===== src/rtl/adsr_pkg.sv =====
// adsr_vca shared definitions: envelope state encodings and full-scale constants.
// Optional build macro: ADSR_EXP_RELEASE_EN (exponential release).
package adsr_pkg;

  typedef enum logic [2:0] {
    ST_IDLE    = 3'd0,
    ST_ATTACK  = 3'd1,
    ST_DECAY   = 3'd2,
    ST_SUSTAIN = 3'd3,
    ST_RELEASE = 3'd4
  } adsr_state_e;

  localparam logic [31:0] ACC_MAX    = 32'hFFFF_FFFF;
  localparam logic [15:0] SAMPLE_MAX = 16'h7FFF;
  localparam logic [15:0] SAMPLE_MIN = 16'h8001;

endpackage


===== src/rtl/adsr_vca_vca.sv =====
// Registered VCA: signed sample times unsigned 16-bit gain,
// keeping the top product bits (arithmetic >>> 16, floor rounding).
module adsr_vca_vca #(
  parameter int OUT_W = 16
) (
  input  logic             clk,
  input  logic             rst,
  input  logic [OUT_W-1:0] sample_i,
  input  logic [15:0]      gain_i,
  output logic [OUT_W-1:0] sample_o
);

  logic signed [OUT_W+16:0] prod;
  logic [OUT_W-1:0]         sample_d;
  logic [OUT_W-1:0]         sample_q;
  logic                     unused_bits;

  assign prod = $signed(sample_i) * $signed({1'b0, gain_i});
  assign sample_d = prod[OUT_W+15:16];
  assign unused_bits = ^{prod[OUT_W+16], prod[15:0]};

  always_ff @(posedge clk) begin
    if (rst) begin
      sample_q <= '0;
    end else begin
      sample_q <= sample_d;
    end
  end

  assign sample_o = sample_q;

endmodule


===== src/rtl/adsr_vca.sv =====
// ADSR envelope generator driving a VCA on the oscillator sample stream.
// Build with ADSR_EXP_RELEASE_EN for exponential release instead of linear.
module adsr_vca
  import adsr_pkg::*;
#(
  parameter int ACC_W = 32,
  parameter int OUT_W = 16
) (
  input  logic             clk,
  input  logic             rst,
  input  logic             gate,
  input  logic [ACC_W-1:0] attack_rate,
  input  logic [ACC_W-1:0] decay_rate,
  input  logic [15:0]      sustain,
  input  logic [ACC_W-1:0] release_rate,
  input  logic [OUT_W-1:0] sample_in,
  output logic [OUT_W-1:0] sample_out,
  output logic [15:0]      env_level,
  output logic [2:0]       state,
  output logic             busy
);

  localparam logic [ACC_W-1:0] ACC_TOP = {ACC_W{1'b1}};

  adsr_state_e      state_q, state_d;
  logic [ACC_W-1:0] acc_q, acc_d;
  logic             busy_q;
  logic [ACC_W-1:0] tgt;

  assign tgt = {sustain, {(ACC_W-16){1'b0}}};

`ifdef ADSR_EXP_RELEASE_EN
  logic [ACC_W-1:0] rel_nxt;
  logic [4:0]       rel_sh;
  logic             unused_rel;

  assign rel_sh = release_rate[4:0];
  assign rel_nxt = acc_q - (acc_q >> rel_sh) - ACC_W'(1);
  assign unused_rel = ^release_rate[ACC_W-1:5];
`endif

  always_comb begin
    state_d = state_q;
    acc_d   = acc_q;
    unique case (state_q)
      ST_IDLE: begin
        acc_d = '0;
        if (gate) state_d = ST_ATTACK;
      end
      ST_ATTACK: begin
        if (!gate) begin
          state_d = ST_RELEASE;
        end else if (acc_q > ACC_TOP - attack_rate) begin
          acc_d   = ACC_TOP;
          state_d = ST_DECAY;
        end else begin
          acc_d = acc_q + attack_rate;
        end
      end
      ST_DECAY: begin
        if (!gate) begin
          state_d = ST_RELEASE;
        end else if (acc_q <= tgt ||
                     acc_q - tgt <= decay_rate) begin
          acc_d   = tgt;
          state_d = ST_SUSTAIN;
        end else begin
          acc_d = acc_q - decay_rate;
        end
      end
      ST_SUSTAIN: begin
        if (!gate) state_d = ST_RELEASE;
        else       acc_d   = tgt;
      end
      ST_RELEASE: begin
        // retrigger resumes attack from the current level
        if (gate) begin
          state_d = ST_ATTACK;
`ifdef ADSR_EXP_RELEASE_EN
        end else if (acc_q[ACC_W-1 -: 16] == 16'd0 ||
                     rel_sh == 5'd0 ||
                     rel_nxt[ACC_W-1 -: 16] == 16'd0) begin
          acc_d   = '0;
          state_d = ST_IDLE;
        end else begin
          acc_d = rel_nxt;
        end
`else
        end else if (acc_q <= release_rate) begin
          acc_d   = '0;
          state_d = ST_IDLE;
        end else begin
          acc_d = acc_q - release_rate;
        end
`endif
      end
      default: begin
        acc_d   = '0;
        state_d = ST_IDLE;
      end
    endcase
  end

  always_ff @(posedge clk) begin
    if (rst) begin
      state_q <= ST_IDLE;
      acc_q   <= '0;
      busy_q  <= 1'b0;
    end else begin
      state_q <= state_d;
      acc_q   <= acc_d;
      busy_q  <= (state_d != ST_IDLE);
    end
  end

  assign env_level = acc_q[ACC_W-1 -: 16];
  assign state     = state_q;
  assign busy      = busy_q;

  adsr_vca_vca #(
    .OUT_W(OUT_W)
  ) u_vca (
    .clk     (clk),
    .rst     (rst),
    .sample_i(sample_in),
    .gain_i  (env_level),
    .sample_o(sample_out)
  );

endmodule

===== config.mk =====
export PLATFORM = sky130hd
export DESIGN_NAME = adsr_vca
export DESIGN_NICKNAME = d
export VERILOG_FILES = /design/src/rtl/adsr_pkg.sv /design/src/rtl/adsr_vca_vca.sv /design/src/rtl/adsr_vca.sv
export SDC_FILE = /design/constraint.sdc
export NUM_CORES = 1
export LEC_CHECK = 0
export CAP_MARGIN = 15
export CORE_UTILIZATION = 45
export DETAILED_ROUTE_END_ITERATION = 10
export GPL_ROUTABILITY_DRIVEN = 0
export GPL_TIMING_DRIVEN = 0
export PLACE_DENSITY_LB_ADDON = 0.25
export SKIP_LAST_GASP = 1
export SLEW_MARGIN = 30
export SYNTH_ARGS = -nofsm -noshare
export SYNTH_HDL_FRONTEND = slang
export SYNTH_SLANG_ARGS = --single-unit
export TNS_END_PERCENT = 10

===== constraint.sdc =====
create_clock -name clk -period 10.3 [get_ports clk]
set_input_delay 2.06 -clock clk [delete_from_list [all_inputs] [get_ports clk]]
set_output_delay 2.06 -clock clk [all_outputs]
set_load 0.05 [all_outputs]

==> results.yml, run 1 <==
logic_synthesis:
  ys_types: 90
  syn_inst: 2219
  synth_ff_type: "dfxtp_1"
  synthArstFlopShare: 0
  ys_seq_area_frac: 0.0600
  synth.area.mux_share: 0.00180
  ys_warn_count: 0
  synthTopCellsByArea: "fa_1 (23%), ha_1 (17%), inv_1 (7.4%)"
  mappedNetlistNets: 2789
  yosys.area.top_type_share: 0.227
  synth-compound-area-share: 0.196
  synth.largest_area_cell: "fa_1"
  synthSimpleGateAreaFrac: 0.186
  synth-edff-count: 0
  yosys.area_share.xor_xnor: 0.0530
  syn_area_sq_um: 17400
  synthAdderAreaFrac: 0.402
  synth.avg_cell_area_sq_um: 7.82
  synth_top_family_by_area: "adder cells"
  ys_seq_elements: 52
hold_path:
  hold_class: "reg2reg"
setup_path:
  crit_slowest_cell: "a221oi_1"
  reg2reg_depth: 23
  crit_arrival_ns: 9.55
  crit_chain: "clkdlybuf4s50_1 -> clkbuf_1 -> nand2_1 -> fa_1 -> fa_1 -> fa_1 -> fa_1 -> inv_1 -> fa_1 -> inv_1 -> fa_1 -> inv_1 -> ha_1 -> nand4_1 -> a21oi_1 -> a221oi_1 -> o211ai_1 -> a211oi_2 -> a21oi_2 -> a221o_1 -> a21oi_1 -> xnor2_1 -> nor2_1"
  crit_start: "sample_in[1]"
  critPathCaptureType: "flop"
  startpoint_type: "input pin"
  cpMostUsedCell: "fa_1"
  critPathMaxFanout: 10
  reg2reg_slack_ns: 2.21
  cp_top_family: "adder cells"
  cp-endpoint: "u_vca.sample_o[13]"
  worstPathRequired_ns: 10.47
  crit_cells: 23
  criticalPathCategory: "in2reg"
  r2r_start: "acc_q[24]"
  slowest_delay_ns: 0.76
  r2r_end: "u_vca.sample_o[13]"
  path_buf_inv: 5
placed_design:
  hpwl_mm: 46.3
  place_area_sq_um: 19600
  port_buffers: 165
grt:
  grt_max_degree: 19
  grt_usage: 0.291
  use_met1: 0.402
  grt_pass1_vias: 16500
  grt_pass1_wl_mm: 88.4
  grt_remaining_overflow: 0
  use_met2: 0.464
  use_met3: 0.0346
  grt-busiest-layer: "met2"
  antenna_found_initial: 1
clock_network:
  clockRootBuffer: "clkbuf_16"
  cts_hold_buf: 0
  clkLatencyLatePin_ns: 0.32
  cts_buffer_depth: 2
  cts_resized: 0
  cts_tree: "built"
  post_cts.repair.setup_buffers: 0
  clkTransAtPathRegs_ns: 0.09
  cts.sinks: 52
  cts_max_level: 2
  cts_made_buffers: 5
detailed_routing:
  dr.first_iter.drc_count: 1689
  drc: 0
  post_drt_wl_per_cell_microns: 19.2
  wl_mm: 55.6
  viasPerCell: 5.76
  firstDrtPassIters: 6
  drtAntennaViolNets: 0
  vias: 16700
sta:
  min_period_over_period: 0.911
  hold_viol: 0
  fmax_mhz: 107
  clock_skew_ns: 0.0135
  tightest_slew_ns: 0.914
  setup_viol: 0
  post-route-min-period_ns: 9.38
  maxSlewViolCount: 0
  hold_ws_ns: 0.577
  slew_headroom: 0.373
  rsz0062_at_grt: "no"
  fin_setup_tns_ns: 0
pwr:
  pwr_density_cell_nw_per_um2: 61.6
  ir_drop_v: 0.0000710
  p_leak_nw: 9.67
  total_power_mw: 1.22
finish:
  design_area_sq_um: 19800
  synthToLayoutAreaGrowth_pct: 14.1
  drive_above_1_share: 0.0276
  fin_nets: 2961
status:
  status: "complete, no violations"
die:
  die_w_microns: 198
  rows: 71
  dieArea_sq_um: 39400
  fp.dieH_microns: 198
  core_area_sq_um: 37800
  start_util: 0.459
  ios: 167
flow_run:
  maxCapViolations: 0
[power breakdown]
group | total (mW) | internal, mW | switching [mW] | leakage, nW
Sequential | 0.241 | 0.224 | 0.0162 | 0.424
Clock | 0.197 | 0.0928 | 0.104 | 0.0680
Combinational | 0.783 | 0.316 | 0.468 | 9.17
Total | 1.22 | 0.633 | 0.588 | 9.67
[layer usage]
metal	part of all wire	vias to the layer above
li1	-	7795
met4	0.036	0
met2	0.45	791
met1	0.43	8010
met5	0	-
met3	0.083	125
[worst register-to-register path, stage by stage, from the launching register on]
cell and delay (ns):
dfxtp_1 0.62, clkbuf_1 0.46, clkbuf_1 0.51, nand2_1 0.16
fa_1 0.52, fa_1 0.48, fa_1 0.53, fa_1 0.55
inv_1 0.05, fa_1 0.48, inv_1 0.06, fa_1 0.48
inv_1 0.05, ha_1 0.29, nand4_1 0.10, a21oi_1 0.04
a221oi_1 0.76, o211ai_1 0.45, a211oi_2 0.47, a21oi_2 0.15
a221o_1 0.35, a21oi_1 0.19, xnor2_1 0.14, nor2_1 0.07
[state kept, by name, indices dropped and copies added, names as in the netlist]
register and flops:
acc_q 32, busy 1, state 3, u_vca.sample_o 16
[cell families after synthesis]
family,after synthesis
buffers and inverters,446
and+or+nand+nor,657
xor gates and xnor gates,105
AOI/OAI and AO/OA,517
DFF,52
adders and majority gates,439
muxes,3
[worst min path at each step]
stage | start | end | cells after the start
after floorplan | acc_q[15] | acc_q[15] | 2
after global placement | acc_q[15] | acc_q[15] | 2
after detailed placement | acc_q[8] | acc_q[8] | 2
after CTS | acc_q[8] | acc_q[8] | 2
after global routing | acc_q[8] | acc_q[8] | 2
final | acc_q[8] | acc_q[8] | 2
[cells in the mapped netlist (5+ instances only)]
| cell type | n |
|---|---|
| buf_4 | 18 |
| a211oi_1 | 22 |
| nand4_1 | 29 |
| inv_1 | 343 |
| nand3_1 | 37 |
| dfxtp_1 | 52 |
| or3_1 | 6 |
| and3_1 | 5 |
| ha_1 | 242 |
| a22oi_1 | 19 |
| a221oi_1 | 10 |
| o21a_1 | 24 |
| o21bai_1 | 17 |
| nand2b_1 | 25 |
| o2111ai_1 | 5 |
| a211o_1 | 6 |
| xor2_1 | 39 |
| or2_2 | 5 |
| nor3_1 | 29 |
| xnor2_1 | 66 |
| clkbuf_1 | 69 |
| o21ai_1 | 21 |
| fa_1 | 197 |
| a21oi_1 | 148 |
| buf_2 | 11 |
| a21o_1 | 49 |
| o221ai_1 | 6 |
| o211ai_1 | 15 |
| and2_1 | 125 |
| a31oi_1 | 10 |
| nor2_1 | 122 |
| nand2_1 | 220 |
| nor2b_1 | 22 |
| and4_1 | 5 |
| nor4_1 | 9 |
| o21ai_0 | 94 |
[area by class of cell]
class / instances / area (sq um)
Tap cell: 511 / 639
Inverter: 346 / 1300
Sequential cell: 52 / 1040
Timing Repair Buffer: 165 / 1650
Clock inverter: 3 / 26.3
Multi-Input combinational cell: 1721 / 14600
Buffer: 100 / 464
Antenna cell: 1 / 2.50
Clock buffer: 5 / 125
Fill cell: 3723 / 18000
[placed cells by master, fill, tap and decap left out, drive strengths merged, types with 37 or more instances in the layout]
cell type	netlist	routed
clkbuf	69	74
a21o	49	49
a21oi	149	149
xor2	39	39
nand2	220	220
and2	126	126
inv	345	346
nor2	122	122
clkdlybuf4s50	0	165
nand3	37	37
fa	197	197
o21ai	115	115
ha	242	242
dfxtp	52	52
xnor2	66	66
[metrics by stage]
stage,std cells,setup WS (ns),utilization
6_report,2904,0.920,0.523
5_1_grt,2903,0.630,0.523
4_1_cts,2903,0.977,0.523
3_5_place_dp,2895,0.638,0.519
3_3_place_gp,2895,0.740,0.519
2_1_floorplan,2219,2.58,-
No activity file was read; power rests on OpenSTA's default activity.
==> run 2: changes to the inputs <==
--- a/config.mk
+++ b/config.mk
@@ -10,6 +10,7 @@
 export DETAILED_ROUTE_END_ITERATION = 10
 export GPL_ROUTABILITY_DRIVEN = 0
 export GPL_TIMING_DRIVEN = 0
+export HOLD_SLACK_MARGIN = 0.12
 export PLACE_DENSITY_LB_ADDON = 0.25
 export SKIP_LAST_GASP = 1
 export SLEW_MARGIN = 30
==> results of run 2 <==
The final DEF is identical to that of run 1; final timing and power are the same.
